[src/rtl/vending_machine_def.sv]
// ---------------------------------------------------------------------------
// vending_machine_def
//   Shared definitions for the vending machine change-return path.
//   Holds the money width, the coin denominations (index 0 is the smallest),
//   the change-dispense FSM state encoding, and a helper that maps a coin
//   index to its value.
// ---------------------------------------------------------------------------
package vending_machine_def;

  localparam int kNumCoins  = 3;
  localparam int kTotalBits = 31;

  localparam logic [kTotalBits-1:0] kCoinVal0 = kTotalBits'(100);
  localparam logic [kTotalBits-1:0] kCoinVal1 = kTotalBits'(500);
  localparam logic [kTotalBits-1:0] kCoinVal2 = kTotalBits'(1000);

  typedef enum logic [1:0] {
    ST_IDLE     = 2'd0,
    ST_DISPENSE = 2'd1,
    ST_DONE     = 2'd2
  } state_t;

  // Value of coin denomination idx, zero-extended to the money width.
  // Any index outside the denomination table has value 0.
  function automatic logic [kTotalBits-1:0] coin_value(input int idx);
    logic [kTotalBits-1:0] v;
    v = '0;
    case (idx)
      0:       v = kCoinVal0;
      1:       v = kCoinVal1;
      2:       v = kCoinVal2;
      default: v = '0;
    endcase
    return v;
  endfunction

endpackage

[src/rtl/coin_greedy_select.sv]
// ---------------------------------------------------------------------------
// coin_greedy_select
//   Purely combinational greedy coin picker: chooses the largest denomination
//   whose value does not exceed the remaining amount.
//
// Ports:
//   i_remaining  [kTotalBits-1:0]  amount still to be returned
//   o_sel        [kNumCoins-1:0]   one-hot selected denomination (0 if none fits)
//   o_sel_value  [kTotalBits-1:0]  value of the selected coin (0 if none fits)
// ---------------------------------------------------------------------------
module coin_greedy_select
  import vending_machine_def::*;
(
  input  logic [kTotalBits-1:0] i_remaining,
  output logic [kNumCoins-1:0]  o_sel,
  output logic [kTotalBits-1:0] o_sel_value
);

  // Scan from the smallest coin upward and let later (larger) matches
  // overwrite earlier ones, which gives priority to the highest index.
  always_comb begin
    o_sel       = '0;
    o_sel_value = '0;
    for (int i = 0; i < kNumCoins; i++) begin
      if (i_remaining >= coin_value(i)) begin
        o_sel       = '0;
        o_sel[i]    = 1'b1;
        o_sel_value = coin_value(i);
      end
    end
  end

endmodule

[src/rtl/change_dispense_ctrl.sv]
// ---------------------------------------------------------------------------
// change_dispense_ctrl
//   Returns change for the vending machine. On an accepted start it latches
//   the inserted total, asks the upstream total register to clear, and then
//   hands coins to the coin-return actuator one at a time (largest first)
//   over a valid/ready handshake. When nothing more can be represented in
//   coins it pulses done and reports the leftover amount.
//
// Ports:
//   clk            clock, rising edge
//   reset_n        synchronous active-low reset
//   i_start        return request (trigger or wait-time expiry), used in IDLE only
//   i_total        inserted total, sampled when the start is accepted
//   i_coin_ready   actuator accepts the presented coin
//   o_coin_valid   a coin is presented on o_coin_sel
//   o_coin_sel     one-hot denomination being returned
//   o_clear_total  one-cycle pulse clearing the upstream total register
//   o_busy         high whenever not IDLE
//   o_done         one-cycle completion pulse
//   o_residue      amount that could not be dispensed, held until next start
//   o_remaining    live amount still to be returned
// ---------------------------------------------------------------------------
module change_dispense_ctrl
  import vending_machine_def::*;
(
  input  logic                  clk,
  input  logic                  reset_n,
  input  logic                  i_start,
  input  logic [kTotalBits-1:0] i_total,
  input  logic                  i_coin_ready,
  output logic                  o_coin_valid,
  output logic [kNumCoins-1:0]  o_coin_sel,
  output logic                  o_clear_total,
  output logic                  o_busy,
  output logic                  o_done,
  output logic [kTotalBits-1:0] o_residue,
  output logic [kTotalBits-1:0] o_remaining
);

  state_t                r_state;
  logic [kTotalBits-1:0] r_remaining;
  logic [kTotalBits-1:0] r_residue;
  logic                  r_clear_total;

  state_t                w_next_state;
  logic [kTotalBits-1:0] w_next_remaining;
  logic [kTotalBits-1:0] w_next_residue;
  logic                  w_next_clear_total;
  logic [kNumCoins-1:0]  w_sel;
  logic [kTotalBits-1:0] w_sel_value;
  logic [kTotalBits-1:0] w_after_coin;
  logic                  w_handshake;

  coin_greedy_select u_select (
    .i_remaining (r_remaining),
    .o_sel       (w_sel),
    .o_sel_value (w_sel_value)
  );

  // The greedy pick never exceeds r_remaining, so this cannot underflow.
  assign w_after_coin = r_remaining - w_sel_value;
  assign w_handshake  = o_coin_valid && i_coin_ready;

  always_ff @(posedge clk) begin
    if (!reset_n) begin
      r_state       <= ST_IDLE;
      r_remaining   <= '0;
      r_residue     <= '0;
      r_clear_total <= 1'b0;
    end else begin
      r_state       <= w_next_state;
      r_remaining   <= w_next_remaining;
      r_residue     <= w_next_residue;
      r_clear_total <= w_next_clear_total;
    end
  end

  // The residue is captured on the edge that enters DONE so it is already
  // valid while o_done is high, and is zeroed on every accepted start.
  always_comb begin
    w_next_state       = r_state;
    w_next_remaining   = r_remaining;
    w_next_residue     = r_residue;
    w_next_clear_total = 1'b0;

    unique case (r_state)
      ST_IDLE: begin
        if (i_start) begin
          w_next_remaining   = i_total;
          w_next_clear_total = 1'b1;
          if (i_total >= kCoinVal0) begin
            w_next_state   = ST_DISPENSE;
            w_next_residue = '0;
          end else begin
            w_next_state   = ST_DONE;
            w_next_residue = i_total;
          end
        end
      end
      ST_DISPENSE: begin
        if (w_handshake) begin
          w_next_remaining = w_after_coin;
          if (w_after_coin < kCoinVal0) begin
            w_next_state   = ST_DONE;
            w_next_residue = w_after_coin;
          end
        end
      end
      ST_DONE: begin
        w_next_state = ST_IDLE;
      end
      default: begin
        w_next_state = ST_IDLE;
      end
    endcase
  end

  assign o_coin_valid  = (r_state == ST_DISPENSE);
  assign o_coin_sel    = o_coin_valid ? w_sel : '0;
  assign o_clear_total = r_clear_total;
  assign o_busy        = (r_state != ST_IDLE);
  assign o_done        = (r_state == ST_DONE);
  assign o_residue     = r_residue;
  assign o_remaining   = r_remaining;

endmodule

[config.mk]
export PLATFORM = sky130hd
export DESIGN_NAME = change_dispense_ctrl
export DESIGN_NICKNAME = d
export VERILOG_FILES = /design/src/rtl/vending_machine_def.sv /design/src/rtl/coin_greedy_select.sv /design/src/rtl/change_dispense_ctrl.sv
export SDC_FILE = /design/constraint.sdc
export NUM_CORES = 1
export LEC_CHECK = 0
export BUFFER_PORTS_ARGS = -buffer_cell sky130_fd_sc_hd__buf_2
export CAP_MARGIN = 20
export CORE_UTILIZATION = 48
export CTS_BUF_LIST = sky130_fd_sc_hd__clkbuf_4 sky130_fd_sc_hd__clkbuf_8 sky130_fd_sc_hd__clkbuf_16
export DETAILED_ROUTE_END_ITERATION = 6
export GPL_ROUTABILITY_DRIVEN = 1
export PLACE_DENSITY = 0.77
export SETUP_SLACK_MARGIN = 0.02
export SLEW_MARGIN = 25
export SYNTH_ARGS = -nofsm -noshare
export SYNTH_HDL_FRONTEND = slang
export SYNTH_SLANG_ARGS = --single-unit
[constraint.sdc]
create_clock -name clk -period 4.6 [get_ports clk]
set_input_delay 0.92 -clock clk [delete_from_list [all_inputs] [get_ports clk]]
set_output_delay 0.92 -clock clk [all_outputs]
set_load 0.02 [all_outputs]
==> results of run 1 <==
[path summary, 6_finish.rpt]
check,slack [ns],from,depth (start not counted),endpoint
worst min-delay path,0.47,o_residue[22]$_SDFFE_PN0P_,1,o_residue[22]$_SDFFE_PN0P_
worst max register to register,-0.20,o_remaining[24]$_SDFFE_PN0P_,21,o_residue[29]$_SDFFE_PN0P_
worst max-delay path,-0.20,o_remaining[24]$_SDFFE_PN0P_,21,o_residue[29]$_SDFFE_PN0P_
worst min register to register,0.47,o_residue[22]$_SDFFE_PN0P_,1,o_residue[22]$_SDFFE_PN0P_
[power by group]
group / leakage [nW] / switching (W) / internal [W]
clock network: 0.0983 / 0.000232 / 0.000240
registers: 0.533 / 0.0000355 / 0.000609
logic: 1.87 / 0.000524 / 0.000351
[layout make-up]
| class | instances | area (sq um) | share of cell area (%) |
|---|---|---|---|
| Clock buffer | 12 | 164 | 2.96 |
| Clock inverter | 4 | 26.3 | 0.474 |
| Inverter | 10 | 37.5 | 0.678 |
| Multi-Input combinational cell | 393 | 2620 | 47.3 |
| Sequential cell | 65 | 1310 | 23.6 |
| Tap cell | 102 | 128 | 2.30 |
| Timing Repair Buffer | 198 | 1250 | 22.7 |
[placed cells by master, fill, tap and decap left out, types with 4 or more instances in the layout]
cell / n
a21oi_1: 41
or3_1: 5
nor3_1: 16
nand2_1: 39
a21o_1: 6
nor2_2: 8
and2_1: 16
dfxtp_1: 62
a31oi_1: 8
a22oi_1: 4
a211oi_1: 7
buf_6: 7
and2_4: 13
nand4_1: 7
nand3_1: 9
o21ai_1: 9
buf_4: 88
inv_1: 8
or4_4: 4
a21oi_2: 4
a211oi_2: 6
nor4_2: 4
buf_2: 103
nor4_1: 13
nor2_1: 53
o21ai_0: 22
clkbuf_8: 9
xnor2_1: 6
nor2_4: 4
o22ai_1: 4
[metal layers]
layer | up-vias | global-route usage, % | routed length, microns
met4 | 0 | 14.7 | 550
met3 | 64 | 9.87 | 1490
met5 | - | 0 | 0
met2 | 318 | 53.8 | 6500
li1 | 2202 | - | -
met1 | 2257 | 43.9 | 5800
[registers in the layout, summed over array words and instances, names as in the netlist]
name,cells
o_residue,31
o_clear_total,1
r_state,2
o_remaining,31
[timing repair]
| item | CTS | global route |
|---|---|---|
| gates cloned | 2 | 0 |
| endpoints found under the setup margin | 33 | 35 |
| buffers inserted | 15 | 2 |
| gates resized for setup | 26 | 30 |
| endpoints found under the hold margin | 0 | 0 |
| pin swaps | 13 | 21 |
[cells by family after synthesis]
family                   after synthesis  share of synthesized area, %
AND/OR/NAND/NOR                      214                          28.2
AO/OA/AOI/OAI                        157                          27.7
flip-flops                            65                          33.7
buffers and inverters                 47                          4.95
adder cells (fa/ha/maj)                8                          2.52
XOR/XNOR                               7                          1.59
multiplexers                           5                          1.36
[through the flow]
step           total power [W]  area (sq um)  hold slack, ns  setup WS [ns]  util (%)
2_1_floorplan          0.00114          3950           0.527         -0.280         -
3_3_place_gp           0.00143          5010           0.436         -0.290      64.5
3_5_place_dp           0.00144          5010           0.439         -0.379      64.5
4_1_cts                0.00195          5430           0.461         -0.112      69.9
5_1_grt                0.00208          5540           0.479         -0.307      71.3
6_report               0.00199          5540           0.469         -0.200      71.3
==> impl_metrics.env, run 1 <==
export IMPL_setup_tns_ns=-5.61
export IMPL_slew_headroom_pct=41.7
export IMPL_yosys_area_top_type_share_pct=33.7
export IMPL_htreeDepth=3
export IMPL_num_vias=4841
export IMPL_grt_first_pass_wirelength_microns=22800
export IMPL_ant_nets=0
export IMPL_max_freq_mhz=208
export IMPL_drv_slew=0
export IMPL_ctsLongestPathBuffers=2
export IMPL_clock_skew_ns=0.0151
export IMPL_clock_latency_ns=0.36
export IMPL_setup_ws_ns=-0.200
export IMPL_min_period_ns=4.80
export IMPL_syn_area_sq_mm=0.00386
export IMPL_drive_above_1_share_pct=42.4
export IMPL_rsz0062_at_grt="yes"
export IMPL_place_inst=749
export IMPL_yosys_top_cells_count="dfxtp_1 (65), nor2_1 (61), a21oi_1 (45)"
export IMPL_nets=719
export IMPL_cp_common_cell="or4_4"
export IMPL_end_kind="flip-flop"
export IMPL_synth_edff_count=0
export IMPL_crit_chain="or4_4, or4_4, buf_6, nor2_4, nand2_2, nor2_2, ha_2, inv_2, ha_4, buf_4, a21o_1, a21oi_2, mux2_2, o2111a_1, o2111a_2, nand4_1, or4_4, o21ai_4, buf_6, nor2_4, and2_1"
export IMPL_synthCells=503
export IMPL_period_share_pct=104
export IMPL_drt_initial_drc_count=499
export IMPL_crit_arrival_ns=5.05
export IMPL_holdBufCountCts=0
export IMPL_crit_family="simple AND/OR/NAND/NOR gates"
export IMPL_worstSetupPathType="flip-flop to flip-flop"
export IMPL_first_pass_iters=7
export IMPL_hpwlAfterDp_microns=10100
export IMPL_pin_count=104
export IMPL_synth_seq_area_share_pct=33.7
export IMPL_io_buffers=103
export IMPL_violations="design-rule violations, negative setup slack"
export IMPL_synth_top_cell_by_area="dfxtp_1"
export IMPL_grt_pass1_vias=4510
export IMPL_wire_per_inst_microns=18.3
export IMPL_async_flop_share_pct=0
export IMPL_ys_types=71
export IMPL_p_leak_nw=2.50
export IMPL_synth_area_top_cells="dfxtp_1 (34%), nor2_1 (5.9%), a21oi_1 (5.8%)"
export IMPL_setup_viol=33
export IMPL_cpPeakStageDelay_ns=0.54
export IMPL_ir_worst_vdd_v=0.000260
export IMPL_critPathMaxFanout=12
export IMPL_synth_seq_cells=65
export IMPL_syn_nets=545
export IMPL_synth_ff_type="dfxtp_1"
export IMPL_cts_buffers=9
export IMPL_grt_max_degree=40
export IMPL_cp_num_buf_inv=4
export IMPL_cts_sinks=65
export IMPL_cts_tree="yes"
export IMPL_report_final_hold_viol_count=0
export IMPL_grt_overflow_total=0
export IMPL_die_area_sq_mm=0.00841
export IMPL_worstMarginPinSlew_ns=0.873
export IMPL_clockRootBuffer="clkbuf_8"
export IMPL_n_fill_cell=638
export IMPL_drc=1
export IMPL_die_h_microns=91.7
export IMPL_routed_wl_microns=14300
export IMPL_syn_mean_instance_area_sq_um=7.68
export IMPL_fin_cells=784
export IMPL_core_area_sq_mm=0.00777
export IMPL_yosys_warnings=0
export IMPL_area_growth_pct=43.3
export IMPL_start_util_pct=49.8
export IMPL_hp_class="flip-flop to flip-flop"
export IMPL_viasPerCell=6.17
export IMPL_diodes=0
export IMPL_track_usage_pct=34.3
export IMPL_clk_pin_slew_ns=0.08
export IMPL_yosysMostFrequentCell="dfxtp_1"
export IMPL_routabilityCongestion=0.966
export IMPL_die_x_microns=91.7
export IMPL_required_ns=4.85
export IMPL_antenna_found_initial=0
export IMPL_startpoint_type="flip-flop"
export IMPL_cpMaxStageDelayCell="or4_4"
export IMPL_powerDensity_mw_per_mm2=359
export IMPL_status="complete, but fails checks"
export IMPL_rows=32
export IMPL_cap_violations=0
(Power assumes the default switching activity.)
==> inputs of run 2 (changes only) <==
Settings changed: BUFFER_PORTS_ARGS -buffer_cell sky130_fd_sc_hd__buf_2 to default, CORE_UTILIZATION 48 to 50, DONT_BUFFER_PORTS from default to 1, PLACE_DENSITY 0.77 to 0.68, SYNTH_HIERARCHICAL from default to 1.
==> run 2 against run 1 <==
  * The run ends with negative setup slack left
  * Global-route usage decreased by 3.0 points
  * Final area grew 5.6%
  * Sequential share of layout area is 1.2 points lower
  * Clock power is 23% higher
  * Routed wire length is 13% higher
  * Setup slack gained 0.20 ns
  * Critical path type unchanged
  * Largest cell class unchanged
==> impl_metrics.env, run 2 <==
export IMPL_status="complete, but fails checks"
export IMPL_violations="negative setup slack"
export IMPL_use_met1_pct=39.1
export IMPL_yosys_area_top_type_share_pct=26.4
export IMPL_worstSetupPathType="flip-flop to flip-flop"
export IMPL_diodes=0
export IMPL_antenna_found_initial=0
export IMPL_clk_pin_slew_ns=0.09
export IMPL_finalInstanceArea_sq_mm=0.00585
export IMPL_viasPerCell=6.00
export IMPL_syn_mean_instance_area_sq_um=7.38
export IMPL_yosys_warnings=6
export IMPL_crit_family="simple AND/OR/NAND/NOR gates"
export IMPL_die_h_microns=101
export IMPL_die_area_sq_mm=0.0102
export IMPL_pin_count=104
export IMPL_grt_max_degree=48
export IMPL_yosys_top_cells_count="nand2_1 (80), dfxtp_1 (65), a21oi_1 (62)"
export IMPL_rows=35
export IMPL_drt_initial_drc_count=313
export IMPL_rsz0062_at_grt="yes"
export IMPL_cpPeakStageDelay_ns=0.43
export IMPL_cts_tree="yes"
export IMPL_first_pass_iters=7
export IMPL_synth_area_top_cells="dfxtp_1 (26%), ha_1 (7.6%), a21oi_1 (6.3%)"
export IMPL_synth_edff_count=0
export IMPL_track_usage_pct=31.3
export IMPL_gr_max_usage_layer="met2"
export IMPL_cap_violations=0
export IMPL_ys_types=64
export IMPL_drv_slew=0
export IMPL_grt_first_pass_wirelength_microns=24700
export IMPL_multi_input_area_sq_mm=0.00343
export IMPL_met2_usage_pct=51.1
export IMPL_worst_r2r_setup_slack_ns=-0.004
export IMPL_area_growth_pct=18.8
export IMPL_regArea_sq_mm=0.00131
export IMPL_setup_tns_ns=-0.00376
export IMPL_cp_num_buf_inv=5
export IMPL_grt_overflow_total=0
export IMPL_hpwlAfterDp_microns=11800
export IMPL_synth_seq_area_share_pct=26.4
export IMPL_period_share_pct=100
export IMPL_critPathMaxFanout=12
export IMPL_n_fill_cell=862
export IMPL_io_buffers=0
export IMPL_die_x_microns=101
export IMPL_clock_latency_ns=0.35
export IMPL_yosysMostFrequentCell="nand2_1"
export IMPL_power_total_w=0.00217
export IMPL_clock_skew_ns=0.0145
export IMPL_htreeDepth=3
export IMPL_synthCells=667
export IMPL_min_period_ns=4.60
export IMPL_setup_viol=2
export IMPL_ctsLongestPathBuffers=2
export IMPL_max_freq_mhz=217
export IMPL_ant_nets=0
export IMPL_syn_area_sq_mm=0.00492
export IMPL_core_area_sq_mm=0.00937
export IMPL_drive_above_1_share_pct=19.4
export IMPL_synth_ff_type="dfxtp_1"
export IMPL_hp_start="o_residue[2]$_SDFFE_PN0P_"
export IMPL_hp_class="flip-flop to flip-flop"
export IMPL_placed_area_sq_mm=0.00529
export IMPL_final_common_cell="nand2_1"
export IMPL_drc=0
export IMPL_crit_start="o_remaining[21]$_SDFFE_PN0P_"
export IMPL_wire_per_inst_microns=18.9
export IMPL_synth_seq_cells=65
export IMPL_end_kind="flip-flop"
export IMPL_startpoint_type="flip-flop"
export IMPL_required_ns=4.85
export IMPL_async_flop_share_pct=0
export IMPL_ir_worst_vdd_v=0.000177
export IMPL_layout_common_cells="nand2_1 (80), buf_4 (75), a21oi_1 (61)"
export IMPL_setup_ws_ns=-0.00372
export IMPL_report_final_hold_viol_count=0
export IMPL_cpMaxStageDelayCell="a221o_2"
export IMPL_powerDensity_mw_per_mm2=371
export IMPL_r2r_start="o_remaining[21]$_SDFFE_PN0P_"
export IMPL_routed_wl_microns=16100
export IMPL_worstMarginPinSlew_ns=0.825
export IMPL_start_util_pct=52.5
export IMPL_synth_top_cell_by_area="dfxtp_1"
export IMPL_slew_headroom_pct=44.8
export IMPL_cts_sinks=65
export IMPL_clockRootBuffer="clkbuf_8"
export IMPL_crit_arrival_ns=4.85
export IMPL_crit_chain="nor4_4, nand4_1, or2_4, inv_1, ha_4, and3_1, a221o_2, a311oi_2, buf_4, o21ai_4, xor2_2, a2111oi_2, buf_4, nand4_1, buf_4, nor4_4, buf_4, nor3_2, and2_1"
export IMPL_holdBufCountCts=0
export IMPL_cts_buffers=9
export IMPL_cp_common_cell="buf_4"
export IMPL_p_leak_nw=2.46
export IMPL_final_core_util_pct=62.4
export IMPL_routabilityCongestion=0.946
export IMPL_use_met3_pct=8.70
export IMPL_grt_pass1_vias=4828
export IMPL_num_vias=5123
export IMPL_nets=786
run 2: final cells by class:
type | count | share of cell area [%]
multi-input cells | 525 | 58.6
flip-flops and latches | 65 | 22.4
repair buffers | 75 | 9.63
inverters | 44 | 2.82
well taps | 129 | 2.76
clock buffers | 9 | 2.12
clock inverters | 7 | 1.71
run 2: report_power, final:
group | internal, W | switching (W)
clock | 0.000312 | 0.000270
combinational | 0.000347 | 0.000569
sequential | 0.000611 | 0.0000621
total | 0.00127 | 0.000901
run 2: worst register-to-register path, cell delays in order (launching register included):
cell and delay [ns]:
dfxtp_2 0.34, nor4_4 0.40, nand4_1 0.28, or2_4 0.34, inv_1 0.09, ha_4 0.21
and3_1 0.15, a221o_2 0.43, a311oi_2 0.33, buf_4 0.18, o21ai_4 0.06, xor2_2 0.18
a2111oi_2 0.22, buf_4 0.17, nand4_1 0.14, buf_4 0.19, nor4_4 0.28, buf_4 0.19
nor3_2 0.09, and2_1 0.21
run 2: final timing paths:
kind | to | cells past startpoint
worst max-delay path | o_residue[21]$_SDFFE_PN0P_ | 19
worst min-delay path | o_residue[2]$_SDFFE_PN0P_ | 2
worst min register to register | o_residue[2]$_SDFFE_PN0P_ | 2
worst max register to register | o_residue[21]$_SDFFE_PN0P_ | 19
run 2: cells by family after synthesis:
logic type	count (synthesis)	share of synthesized area (%)
adder cells (fa/ha/maj)	31	8.03
XOR/XNOR	22	3.91
other	1	0.0762
multiplexers	6	1.22
flip-flops	65	26.4
AND/OR/NAND/NOR	249	25.9
buffers and inverters	100	9.84
AO/OA/AOI/OAI	193	24.6
run 2: repair_timing:
| action | CTS | global route |
|---|---|---|
| endpoints found under the setup margin | 33 | 33 |
| gates cloned | 0 | 1 |
| pin swaps | 23 | 36 |
| resized for setup | 13 | 28 |
| setup buffers | 11 | 6 |
run 2: metrics by stage:
| step | hold slack, ns | setup slack (ns) | std cells |
|---|---|---|---|
| floorplan | 0.534 | 0.288 | 689 |
| global placement | 0.545 | -0.190 | 820 |
| detailed placement | 0.558 | -0.347 | 820 |
| CTS | 0.568 | 0.0229 | 847 |
| global route | 0.583 | -0.134 | 854 |
| finish | 0.562 | -0.00372 | 854 |
run 2: metal layers:
| metal | up-vias | share of wire, % | routed length (microns) |
|---|---|---|---|
| met3 | 56 | 10 | 1610 |
| met4 | 0 | 3.9 | 626 |
| met5 | - | 0 | 0 |
| met1 | 2363 | 40 | 6500 |
| met2 | 262 | 46 | 7390 |
| li1 | 2442 | - | - |
==> inputs of run 3 (changes only) <==
Settings changed: REMOVE_ABC_BUFFERS from default to 1, SETUP_SLACK_MARGIN 0.02 to default.
==> run 3 against run 2 <==
  * The flow now finishes without violations
  * Maximum frequency is 3.2% higher
  * Die area did not move
  * Non-clock buffer count is 14 lower
==> impl_metrics.env, run 3 (synthesized netlist as in run 2, its figures left out) <==
export IMPL_status="complete, no violations"
export IMPL_power_total_w=0.00210
export IMPL_hpwlAfterDp_microns=11800
export IMPL_die_area_sq_mm=0.0102
export IMPL_combinationalPowerShare_pct=43.8
export IMPL_routabilityCongestion=0.995
export IMPL_grt_overflow_total=0
export IMPL_area_growth_pct=16.6
export IMPL_required_ns=4.79
export IMPL_num_vias=5015
export IMPL_switching_share_pct=42.1
export IMPL_cts_tree="yes"
export IMPL_clockRootBuffer="clkbuf_8"
export IMPL_worstSetupPathType="flip-flop to flip-flop"
export IMPL_slew_headroom_pct=56.5
export IMPL_n_fill_cell=886
export IMPL_drc=0
export IMPL_critPathMaxFanout=6
export IMPL_cpPeakStageDelay_ns=0.45
export IMPL_r2r_end="o_residue[5]$_SDFFE_PN0P_"
export IMPL_drt_initial_drc_count=323
export IMPL_clk_pin_slew_ns=0.08
export IMPL_worstMarginPinSlew_ns=0.651
export IMPL_start_util_pct=52.5
export IMPL_ir_worst_vdd_v=0.000226
export IMPL_io_buffers=0
export IMPL_antenna_found_initial=0
export IMPL_crit_start="o_remaining[6]$_SDFFE_PN0P_"
export IMPL_diodes=0
export IMPL_first_pass_iters=5
export IMPL_p_sw_w=0.000886
export IMPL_drv_slew=0
export IMPL_clockPowerShare_pct=24.4
export IMPL_grt_pass1_vias=4682
export IMPL_grt_max_degree=48
export IMPL_ant_nets=0
export IMPL_pre_cts_ws_ns=-0.309
export IMPL_clock_skew_ns=0.0211
export IMPL_nets=771
export IMPL_r2r_cells=19
export IMPL_whs_ns=0.568
export IMPL_core_area_sq_mm=0.00937
export IMPL_end_kind="flip-flop"
export IMPL_rows=35
export IMPL_clock_latency_ns=0.36
export IMPL_viasPerCell=5.98
export IMPL_report_final_hold_viol_count=0
export IMPL_p_leak_nw=2.36
export IMPL_layout_common_cells="nand2_1 (80), dfxtp_1 (61), buf_4 (61)"
export IMPL_drive_above_1_share_pct=17.7
export IMPL_startpoint_type="flip-flop"
export IMPL_pin_count=104
export IMPL_r2r_start="o_remaining[6]$_SDFFE_PN0P_"
export IMPL_min_period_ns=4.46
export IMPL_hp_class="flip-flop to flip-flop"
export IMPL_setup_viol=0
export IMPL_cellInternalPower_w=0.00122
export IMPL_cp_common_cell="buf_4"
export IMPL_holdBufCountCts=0
export IMPL_htreeDepth=3
export IMPL_final_common_cell="nand2_1"
export IMPL_die_x_microns=101
export IMPL_crit_end="o_residue[5]$_SDFFE_PN0P_"
export IMPL_cap_violations=0
export IMPL_wire_per_inst_microns=18.6
export IMPL_routed_wl_microns=15600
export IMPL_worst_r2r_setup_slack_ns=0.14
export IMPL_cp_num_buf_inv=5
export IMPL_max_freq_mhz=224
export IMPL_ctsLongestPathBuffers=2
export IMPL_die_h_microns=101
export IMPL_period_share_pct=96.9
export IMPL_grt_first_pass_wirelength_microns=23600
export IMPL_crit_cells=19
export IMPL_cts_sinks=65
export IMPL_power_frac_seq_pct=31.8
export IMPL_cpMaxStageDelayCell="nor4_1"
export IMPL_cts_buffers=9
export IMPL_crit_arrival_ns=4.65
export IMPL_track_usage_pct=30.0
export IMPL_crit_family="simple AND/OR/NAND/NOR gates"
export IMPL_setup_ws_ns=0.141
export IMPL_crit_chain="nand4_1, o211ai_1, or2_4, inv_1, ha_1, nand4_1, nor4_1, a21boi_2, buf_4, a21oi_1, a211oi_1, a2111oi_4, buf_4, nand4_1, buf_4, nor4_4, buf_4, or2_4, a311oi_1"
export IMPL_powerDensity_mw_per_mm2=366
[run 3: cell types whose count changed in the layout (fill, tap and decap cells not counted), sizes merged]
cell	delta
bufinv	-1
clkinv	+2
nor3	-1
buf	-14
clkinvlp	+1
inv	-2
[run 3: power groups by stage]
| stage | clock (W) | sequential, W | combinational [W] |
|---|---|---|---|
| after global placement | 0 | 0.000675 | 0.000830 |
| after global routing | 0.000542 | 0.000675 | 0.000997 |
| final | 0.000514 | 0.000669 | 0.000920 |
| after floorplan | 0 | 0.000722 | 0.000516 |
| after CTS | 0.000524 | 0.000666 | 0.000850 |
| after detailed placement | 0 | 0.000676 | 0.000835 |
[run 3: cell type report]
| class | count | area [sq um] | area share [%] |
|---|---|---|---|
| Timing Repair Buffer | 61 | 458 | 7.98 |
| Clock inverter | 7 | 80.1 | 1.39 |
| Tap cell | 129 | 161 | 2.81 |
| Multi-Input combinational cell | 524 | 3450 | 60.0 |
| Sequential cell | 65 | 1310 | 22.7 |
| Clock buffer | 9 | 124 | 2.16 |
| Inverter | 44 | 165 | 2.88 |
[run 3: worst min-delay path, cell delays in order (launching register included)]
cell and delay, ns:
dfxtp_1 0.38, nand2_1 0.08, mux2i_1 0.06
[run 3: worst min path at each step]
| stage | from | end | slack [ns] | cells past startpoint |
|---|---|---|---|---|
| detailed placement | o_residue[2]$_SDFFE_PN0P_ | o_residue[2]$_SDFFE_PN0P_ | 0.56 | 2 |
| CTS | o_residue[2]$_SDFFE_PN0P_ | o_residue[2]$_SDFFE_PN0P_ | 0.57 | 2 |
| finish | o_residue[2]$_SDFFE_PN0P_ | o_residue[2]$_SDFFE_PN0P_ | 0.57 | 2 |
| global placement | o_residue[0]$_SDFFE_PN0P_ | o_residue[0]$_SDFFE_PN0P_ | 0.55 | 2 |
| floorplan | o_residue[0]$_SDFFE_PN0P_ | o_residue[0]$_SDFFE_PN0P_ | 0.53 | 2 |
| global route | o_residue[2]$_SDFFE_PN0P_ | o_residue[2]$_SDFFE_PN0P_ | 0.58 | 2 |
[run 3: layer usage]
metal  up-vias  global-route usage [%]  part of all wire [%]
met3        48                    6.69                   8.9
met1      2311                    38.0                    42
met2       247                    48.8                    45
li1       2409                       -                     -
met5         -                       0                     0
met4         0                    13.3                   4.1
[run 3: through the flow]
stage               setup TNS (ns)  instances  utilization, %  cell area, sq um
CTS                              0        837            59.1              5530
floorplan                        0        633               -              4690
finish                           0        839            61.3              5740
global placement             -6.23        821            56.5              5290
global route                -0.653        839            61.3              5740
detailed placement           -7.52        821            56.5              5290
[run 3: timing repair]
item / in CTS / in global routing
resized for setup: 7 / 37
endpoints found under the setup margin: 33 / 33
setup buffers: 0 / 3
pin swaps: 1 / 23
cloned: 0 / 0
